File: src/rtl/fwd_sel_ctrl_if.sv
// ID-stage hazard/forwarding handshake between the pipeline (master) and
// the forwarding/hazard controller (slave).
interface fwd_sel_ctrl_if;
  logic       id_valid;
  logic [4:0] id_rs;
  logic [4:0] id_rt;
  logic       id_uses_rs;
  logic       id_uses_rt;
  logic [4:0] id_rd;
  logic       id_wen;
  logic       id_is_load;
  logic       id_is_muldiv;
  logic       id_reads_hilo;
  logic       flush;
  logic [1:0] fwd_a_sel;
  logic [1:0] fwd_b_sel;
  logic       stall;

  modport master (
    output id_valid, id_rs, id_rt, id_uses_rs, id_uses_rt, id_rd,
           id_wen, id_is_load, id_is_muldiv, id_reads_hilo, flush,
    input  fwd_a_sel, fwd_b_sel, stall
  );

  modport slave (
    input  id_valid, id_rs, id_rt, id_uses_rs, id_uses_rt, id_rd,
           id_wen, id_is_load, id_is_muldiv, id_reads_hilo, flush,
    output fwd_a_sel, fwd_b_sel, stall
  );
endinterface

File: src/rtl/fwd_sel_ctrl.sv
// EX operand forwarding select generator with load-use and HI/LO mult/div
// stall detection, shadowing destination registers of EX/MEM/WB.
module fwd_sel_ctrl #(
  parameter int unsigned MULDIV_CYCLES = 32
) (
  input logic           clk,
  input logic           rst_n,
  fwd_sel_ctrl_if.slave bus
);

  localparam int unsigned MD_W = $clog2(MULDIV_CYCLES + 1);
  localparam logic [MD_W-1:0] MD_LOAD = MD_W'(MULDIV_CYCLES - 1);

  typedef struct packed {
    logic       valid;
    logic       wen;
    logic       is_load;
    logic [4:0] rd;
  } shadow_t;

  shadow_t         ex_q, mem_q, wb_q;
  logic [MD_W-1:0] md_cnt;
  logic [1:0]      sel_a_q, sel_b_q;

  logic            load_use, busy, hilo_stall, stall_c, enter;
  logic [1:0]      sel_a_d, sel_b_d;

  function automatic logic produces(shadow_t s, logic [4:0] r);
    return s.valid && s.wen && (s.rd == r) && (r != '0);
  endfunction

  // Nearest producing stage wins; unused operands and $0 stay on the regfile.
  function automatic logic [1:0] pick(logic uses, logic [4:0] r,
                                      shadow_t ex, shadow_t mem, shadow_t wb);
    if (!uses)                 return 2'd0;
    else if (produces(ex, r))  return 2'd1;
    else if (produces(mem, r)) return 2'd2;
    else if (produces(wb, r))  return 2'd3;
    else                       return 2'd0;
  endfunction

  always_comb begin
    load_use = bus.id_valid && ex_q.valid && ex_q.is_load && ex_q.wen &&
               (ex_q.rd != '0) &&
               ((bus.id_uses_rs && (bus.id_rs == ex_q.rd)) ||
                (bus.id_uses_rt && (bus.id_rt == ex_q.rd)));
    busy       = (md_cnt != '0);
    hilo_stall = bus.id_valid && busy && (bus.id_reads_hilo || bus.id_is_muldiv);
    stall_c    = !bus.flush && (load_use || hilo_stall);
    enter      = bus.id_valid && !bus.flush && !stall_c;
    sel_a_d    = pick(bus.id_uses_rs, bus.id_rs, ex_q, mem_q, wb_q);
    sel_b_d    = pick(bus.id_uses_rt, bus.id_rt, ex_q, mem_q, wb_q);
  end

  always_ff @(posedge clk or negedge rst_n) begin
    if (!rst_n) begin
      ex_q    <= '0;
      mem_q   <= '0;
      wb_q    <= '0;
      md_cnt  <= '0;
      sel_a_q <= '0;
      sel_b_q <= '0;
    end else begin
      wb_q  <= mem_q;
      mem_q <= ex_q;
      if (enter) begin
        ex_q    <= '{valid: 1'b1, wen: bus.id_wen, is_load: bus.id_is_load,
                     rd: bus.id_rd};
        sel_a_q <= sel_a_d;
        sel_b_q <= sel_b_d;
      end else begin
        ex_q    <= '0;
        sel_a_q <= '0;
        sel_b_q <= '0;
      end
      // Counter keeps running through stalls and flushes.
      if (enter && bus.id_is_muldiv)
        md_cnt <= MD_LOAD;
      else if (md_cnt != '0)
        md_cnt <= md_cnt - MD_W'(1);
    end
  end

  assign bus.stall     = stall_c;
  assign bus.fwd_a_sel = sel_a_q;
  assign bus.fwd_b_sel = sel_b_q;

endmodule

File: src/flat_wrapper.sv
// flat-port wrapper written by rule: the top's interface ports become plain ports
module fwd_sel_ctrl_flat 
#(
  parameter int unsigned MULDIV_CYCLES = 32
)
  (clk, rst_n, bus_id_valid, bus_id_rs, bus_id_rt, bus_id_uses_rs, bus_id_uses_rt, bus_id_rd, bus_id_wen, bus_id_is_load, bus_id_is_muldiv, bus_id_reads_hilo, bus_flush, bus_fwd_a_sel, bus_fwd_b_sel, bus_stall);
  fwd_sel_ctrl_if bus_i ();
  input logic clk;
  input logic rst_n;
  input wire logic [$bits(bus_i.id_valid)-1:0] bus_id_valid;
  input wire logic [$bits(bus_i.id_rs)-1:0] bus_id_rs;
  input wire logic [$bits(bus_i.id_rt)-1:0] bus_id_rt;
  input wire logic [$bits(bus_i.id_uses_rs)-1:0] bus_id_uses_rs;
  input wire logic [$bits(bus_i.id_uses_rt)-1:0] bus_id_uses_rt;
  input wire logic [$bits(bus_i.id_rd)-1:0] bus_id_rd;
  input wire logic [$bits(bus_i.id_wen)-1:0] bus_id_wen;
  input wire logic [$bits(bus_i.id_is_load)-1:0] bus_id_is_load;
  input wire logic [$bits(bus_i.id_is_muldiv)-1:0] bus_id_is_muldiv;
  input wire logic [$bits(bus_i.id_reads_hilo)-1:0] bus_id_reads_hilo;
  input wire logic [$bits(bus_i.flush)-1:0] bus_flush;
  output wire logic [$bits(bus_i.fwd_a_sel)-1:0] bus_fwd_a_sel;
  output wire logic [$bits(bus_i.fwd_b_sel)-1:0] bus_fwd_b_sel;
  output wire logic [$bits(bus_i.stall)-1:0] bus_stall;
  assign bus_i.id_valid = bus_id_valid;
  assign bus_i.id_rs = bus_id_rs;
  assign bus_i.id_rt = bus_id_rt;
  assign bus_i.id_uses_rs = bus_id_uses_rs;
  assign bus_i.id_uses_rt = bus_id_uses_rt;
  assign bus_i.id_rd = bus_id_rd;
  assign bus_i.id_wen = bus_id_wen;
  assign bus_i.id_is_load = bus_id_is_load;
  assign bus_i.id_is_muldiv = bus_id_is_muldiv;
  assign bus_i.id_reads_hilo = bus_id_reads_hilo;
  assign bus_i.flush = bus_flush;
  assign bus_fwd_a_sel = bus_i.fwd_a_sel;
  assign bus_fwd_b_sel = bus_i.fwd_b_sel;
  assign bus_stall = bus_i.stall;
  fwd_sel_ctrl #(.MULDIV_CYCLES(MULDIV_CYCLES)) u_core (.clk(clk), .rst_n(rst_n), .bus(bus_i));
endmodule
File: config.mk
export PLATFORM = sky130hd
export DESIGN_NAME = fwd_sel_ctrl_flat
export DESIGN_NICKNAME = d
export VERILOG_FILES = /design/src/rtl/fwd_sel_ctrl_if.sv /design/src/rtl/fwd_sel_ctrl.sv /design/src/flat_wrapper.sv
export SDC_FILE = /design/constraint.sdc
export NUM_CORES = 1
export LEC_CHECK = 0
export ABC_AREA = 1
export ABC_CLOCK_PERIOD_IN_PS = 1300
export CAP_MARGIN = 30
export CELL_PAD_IN_SITES_DETAIL_PLACEMENT = 0
export CELL_PAD_IN_SITES_GLOBAL_PLACEMENT = 2
export CORE_ASPECT_RATIO = 1.75
export CORE_UTILIZATION = 27
export DETAILED_ROUTE_END_ITERATION = 16
export GPL_TIMING_DRIVEN = 0
export PLACE_DENSITY_LB_ADDON = 0.1
export RECOVER_POWER = 25
export SYNTH_ARGS = -nofsm -noshare
export SYNTH_HDL_FRONTEND = slang
export SYNTH_SLANG_ARGS = --single-unit
File: constraint.sdc
create_clock -name clk -period 1.3 [get_ports clk]
set_clock_uncertainty 0.05 [all_clocks]
set_input_delay 0.13 -clock clk [delete_from_list [all_inputs] [get_ports clk]]
set_output_delay 0.13 -clock clk [all_outputs]
set_load 0.03 [all_outputs]
==> results.cfg <==
[placement]
gp_congestion = 0.772
area_of_placed_instances_sq_um = 2170
pre_cts_ws_ns = -1.17
io_buffer_count = 29
dp_hpwl_mm = 3.58

[logic_synthesis]
ys_seq_area_share_pct = 45.5
synth_enable_flop_cells = 0
netlist-cell-type-count = 26
synth_xor_area_share_pct = 5.47
area_share_of_fa_ha_maj_cells_after_synthesis_pct = 1.42
main_combinational_cell_family_by_area_after_synthesis = simple AND/OR/NAND/NOR gates
postSynth.topFlopCell = sky130_fd_sc_hd__dfrtp_1
syn-mean-instance-area_sq_um = 7.97
synth_area_leader_cell = sky130_fd_sc_hd__dfrtp_1
synth-async-reset-ratio_pct = 100
synth_mux_area_share_pct = 0
yosys_warnings = 0
yosys.area_share.simple_pct = 32.2
synthCells = 221
ys_ff_latch = 32
synthTopCellsByArea = sky130_fd_sc_hd__dfrtp_1 45%, sky130_fd_sc_hd__nand2_1 12%, sky130_fd_sc_hd__inv_1 7.7%
synth-compound-area-share_pct = 6.32
synthesis.nets = 248
synth_top_area_share_pct = 45.5
synth_area_sq_um = 1760

[floorplan]
initial_utilization_pct = 28.3
top_level_ports = 30
core_area_sq_um = 6230
die_x_um = 63.1
rows = 38
die_area_sq_um = 6860
die_height_um = 109

[power_and_ir_drop]
internal_power_w = 0.00200
static-leakage-power_nw = 1.21
net-switching-power_w = 0.000921
power.combinational.fraction_pct = 30.0
power.density_cell_area_nw_per_um2 = 1190
power.ir.vdd_worst_mv = 1.06
pwr-share-clk_pct = 28.3
seq_power_share_pct = 41.7
sw_share_pct = 31.6

[grt]
grt_pass1_wl_mm = 7.72
groute.usage.overall_pct = 15.1
pin_count_of_the_biggest_net_entering_global_routing = 33
grt_antenna_before_repair = 0
grt.overflow.total = 0
first_global_vias = 1648

[detailed_routing]
detail_route.first_pass.iterations = 4
detail_route.vias_per_cell = 4.42
drt_first_iter_violations = 37
post_drt_wl_per_cell_um = 13.1
via_count = 1543
routed_wirelength_mm = 4.59
drtAntennaViolNets = 0
drc_errors = 0

[cells_and_area]
finalNetCount = 296
drive_above_1_share_pct = 25.3
flow.area_growth_from_synthesis_pct = 39.1
postLayoutCellArea_sq_um = 2450
layout.core_utilization_pct = 39.3
num_antenna_cells = 0

[clocking]
clock_buffer_count_from_cts = 5
cts_htree_levels = 2
max-clock-path-buffers = 2
path_clk_slew_ns = 0.06
cts_root_buffer = sky130_fd_sc_hd__clkbuf_8
insertion_delay_ns = 0.28
cts.sink_count = 32
tritoncts = yes

[setup_path]
setup.worst_path.start_class = flop
critPathMaxFanout = 4
worst_setup_path_end_kind = output pin
worst-setup-path-type = reg -> out
timing.critical_path.required_ns = 1.12
worst-endpoint-arrival_ns = 1.56

[timing]
slew_headroom_pct = 49.3
time_the_worst_path_needs_with_i_o_delays_and_setup_ns = 1.74
setup_viol_count_final = 18
post-route-period-util_pct = 134
tightest_slew_ns = 0.761
grt_setup_unrepaired = true
finalWorstSetupSlack_ns = -0.442
finalHoldViolCount = 0
final_max_slew_viol_count = 0
fmax_mhz = 574

[hold_path]
timing.hold.worst.class = in -> reg

[run_status]
violations = setup timing
run_status = finished, violations left

[job]
max-cap-violations = 0
## metrics by stage
stage               cells  setup TNS [ns]  hold slack, ns  total power, W
floorplan             221           -1.06          -0.216         0.00167
global placement      330          -32.81           0.318         0.00190
detailed placement    330          -10.74           0.199         0.00190
CTS                   344           -4.91           0.322         0.00281
global route          349           -7.12           0.346         0.00309
finish                349           -5.65           0.324         0.00292
## cell usage after synthesis (all sizes together), types with 2 or more instances
cell and instances:
nor3 6, nor2 28, a21oi 6, xnor2 7
nand4 11, dfrtp 32, nand2 59, nand3 10
o21ai 5, o22ai 3, inv 43, xor2 4
ha 2
## what timing repair did
item	in CTS	in global routing
resized for setup	21	24
endpoints found under the hold margin	32	0
buffers inserted	6	5
setup endpoints to repair	23	19
hold buffers	1	0
pin swaps	7	12
## kinds of logic after synthesis
kind of cell    after synthesis
xor+xnor                     11
simple gates                116
flops                        32
buf+inv                      43
compound gates               17
fa+ha+maj                     2
## area by class of cell
| type | count | area [sq um] |
|---|---|---|
| multi-input combinational | 146 | 900 |
| tap | 80 | 100 |
| fill | 667 | 3780 |
| sequential | 32 | 806 |
| timing repair buffer | 41 | 384 |
| inverter | 43 | 164 |
| clock buffer | 7 | 96.3 |
## critical path: stages (launching register included)
cell and delay (ns):
sky130_fd_sc_hd__dfrtp_2 0.44, sky130_fd_sc_hd__xor2_2 0.20, sky130_fd_sc_hd__nor2_4 0.13, sky130_fd_sc_hd__nand4_2 0.11, sky130_fd_sc_hd__nand2_2 0.09, sky130_fd_sc_hd__nand2_4 0.06
sky130_fd_sc_hd__a21oi_4 0.11, sky130_fd_sc_hd__buf_6 0.14
## layout by cell type (no fill, tap or decap), types with 6 or more instances in the layout
| cell type | count |
|---|---|
| sky130_fd_sc_hd__nand3_1 | 9 |
| sky130_fd_sc_hd__nand2_1 | 52 |
| sky130_fd_sc_hd__buf_4 | 9 |
| sky130_fd_sc_hd__nor2_1 | 13 |
| sky130_fd_sc_hd__inv_1 | 31 |
| sky130_fd_sc_hd__clkbuf_8 | 7 |
| sky130_fd_sc_hd__xnor2_1 | 6 |
| sky130_fd_sc_hd__dfrtp_1 | 28 |
| sky130_fd_sc_hd__nand4_1 | 9 |
| sky130_fd_sc_hd__clkdlybuf4s50_1 | 16 |
| sky130_fd_sc_hd__dlygate4sd2_1 | 8 |
| sky130_fd_sc_hd__nor2_2 | 10 |
| sky130_fd_sc_hd__inv_2 | 11 |
## power by group through the flow
| stage | clock (W) | sequential [W] | combinational, W |
|---|---|---|---|
| floorplan | 0 | 0.00121 | 0.000457 |
| global placement | 0 | 0.00124 | 0.000662 |
| detailed placement | 0 | 0.00124 | 0.000662 |
| CTS | 0.000848 | 0.00120 | 0.000754 |
| global route | 0.000870 | 0.00123 | 0.000985 |
| finish | 0.000824 | 0.00122 | 0.000876 |
## layer usage
metal / vias up / GRT usage (%) / share of wire [%]
met3: 10 / 2.09 / 2.9
met4: 0 / 8.31 / 3.0
met5: - / 0 / 0
li1: 789 / - / -
met1: 714 / 15.6 / 39
met2: 30 / 28.8 / 55
## sequential cells by signal, summed over array words and instances (netlist names)
name,count
u_core.md_cnt,6
u_core.wb_q,7
u_core.bus.fwd_a_sel,2
u_core.mem_q,7
u_core.ex_q,8
u_core.bus.fwd_b_sel,2
## final timing paths
check / cells after the start / slack (ns) / endpoint / startpoint
max: 7 / -0.44 / bus_stall / u_core.ex_q[1]
max in group asynchronous: 2 / 0.26 / u_core.md_cnt[2] / rst_n
min reg2reg: 0 / 0.33 / u_core.mem_q[7] / u_core.ex_q[7]
max reg2reg: 9 / -0.34 / u_core.bus.fwd_a_sel[1] / u_core.ex_q[1]
min: 3 / 0.32 / u_core.ex_q[0] / bus_id_rd[0]
min in group asynchronous: 2 / 0.41 / u_core.wb_q[7] / rst_n
No activity file was read; power rests on OpenSTA's default activity.
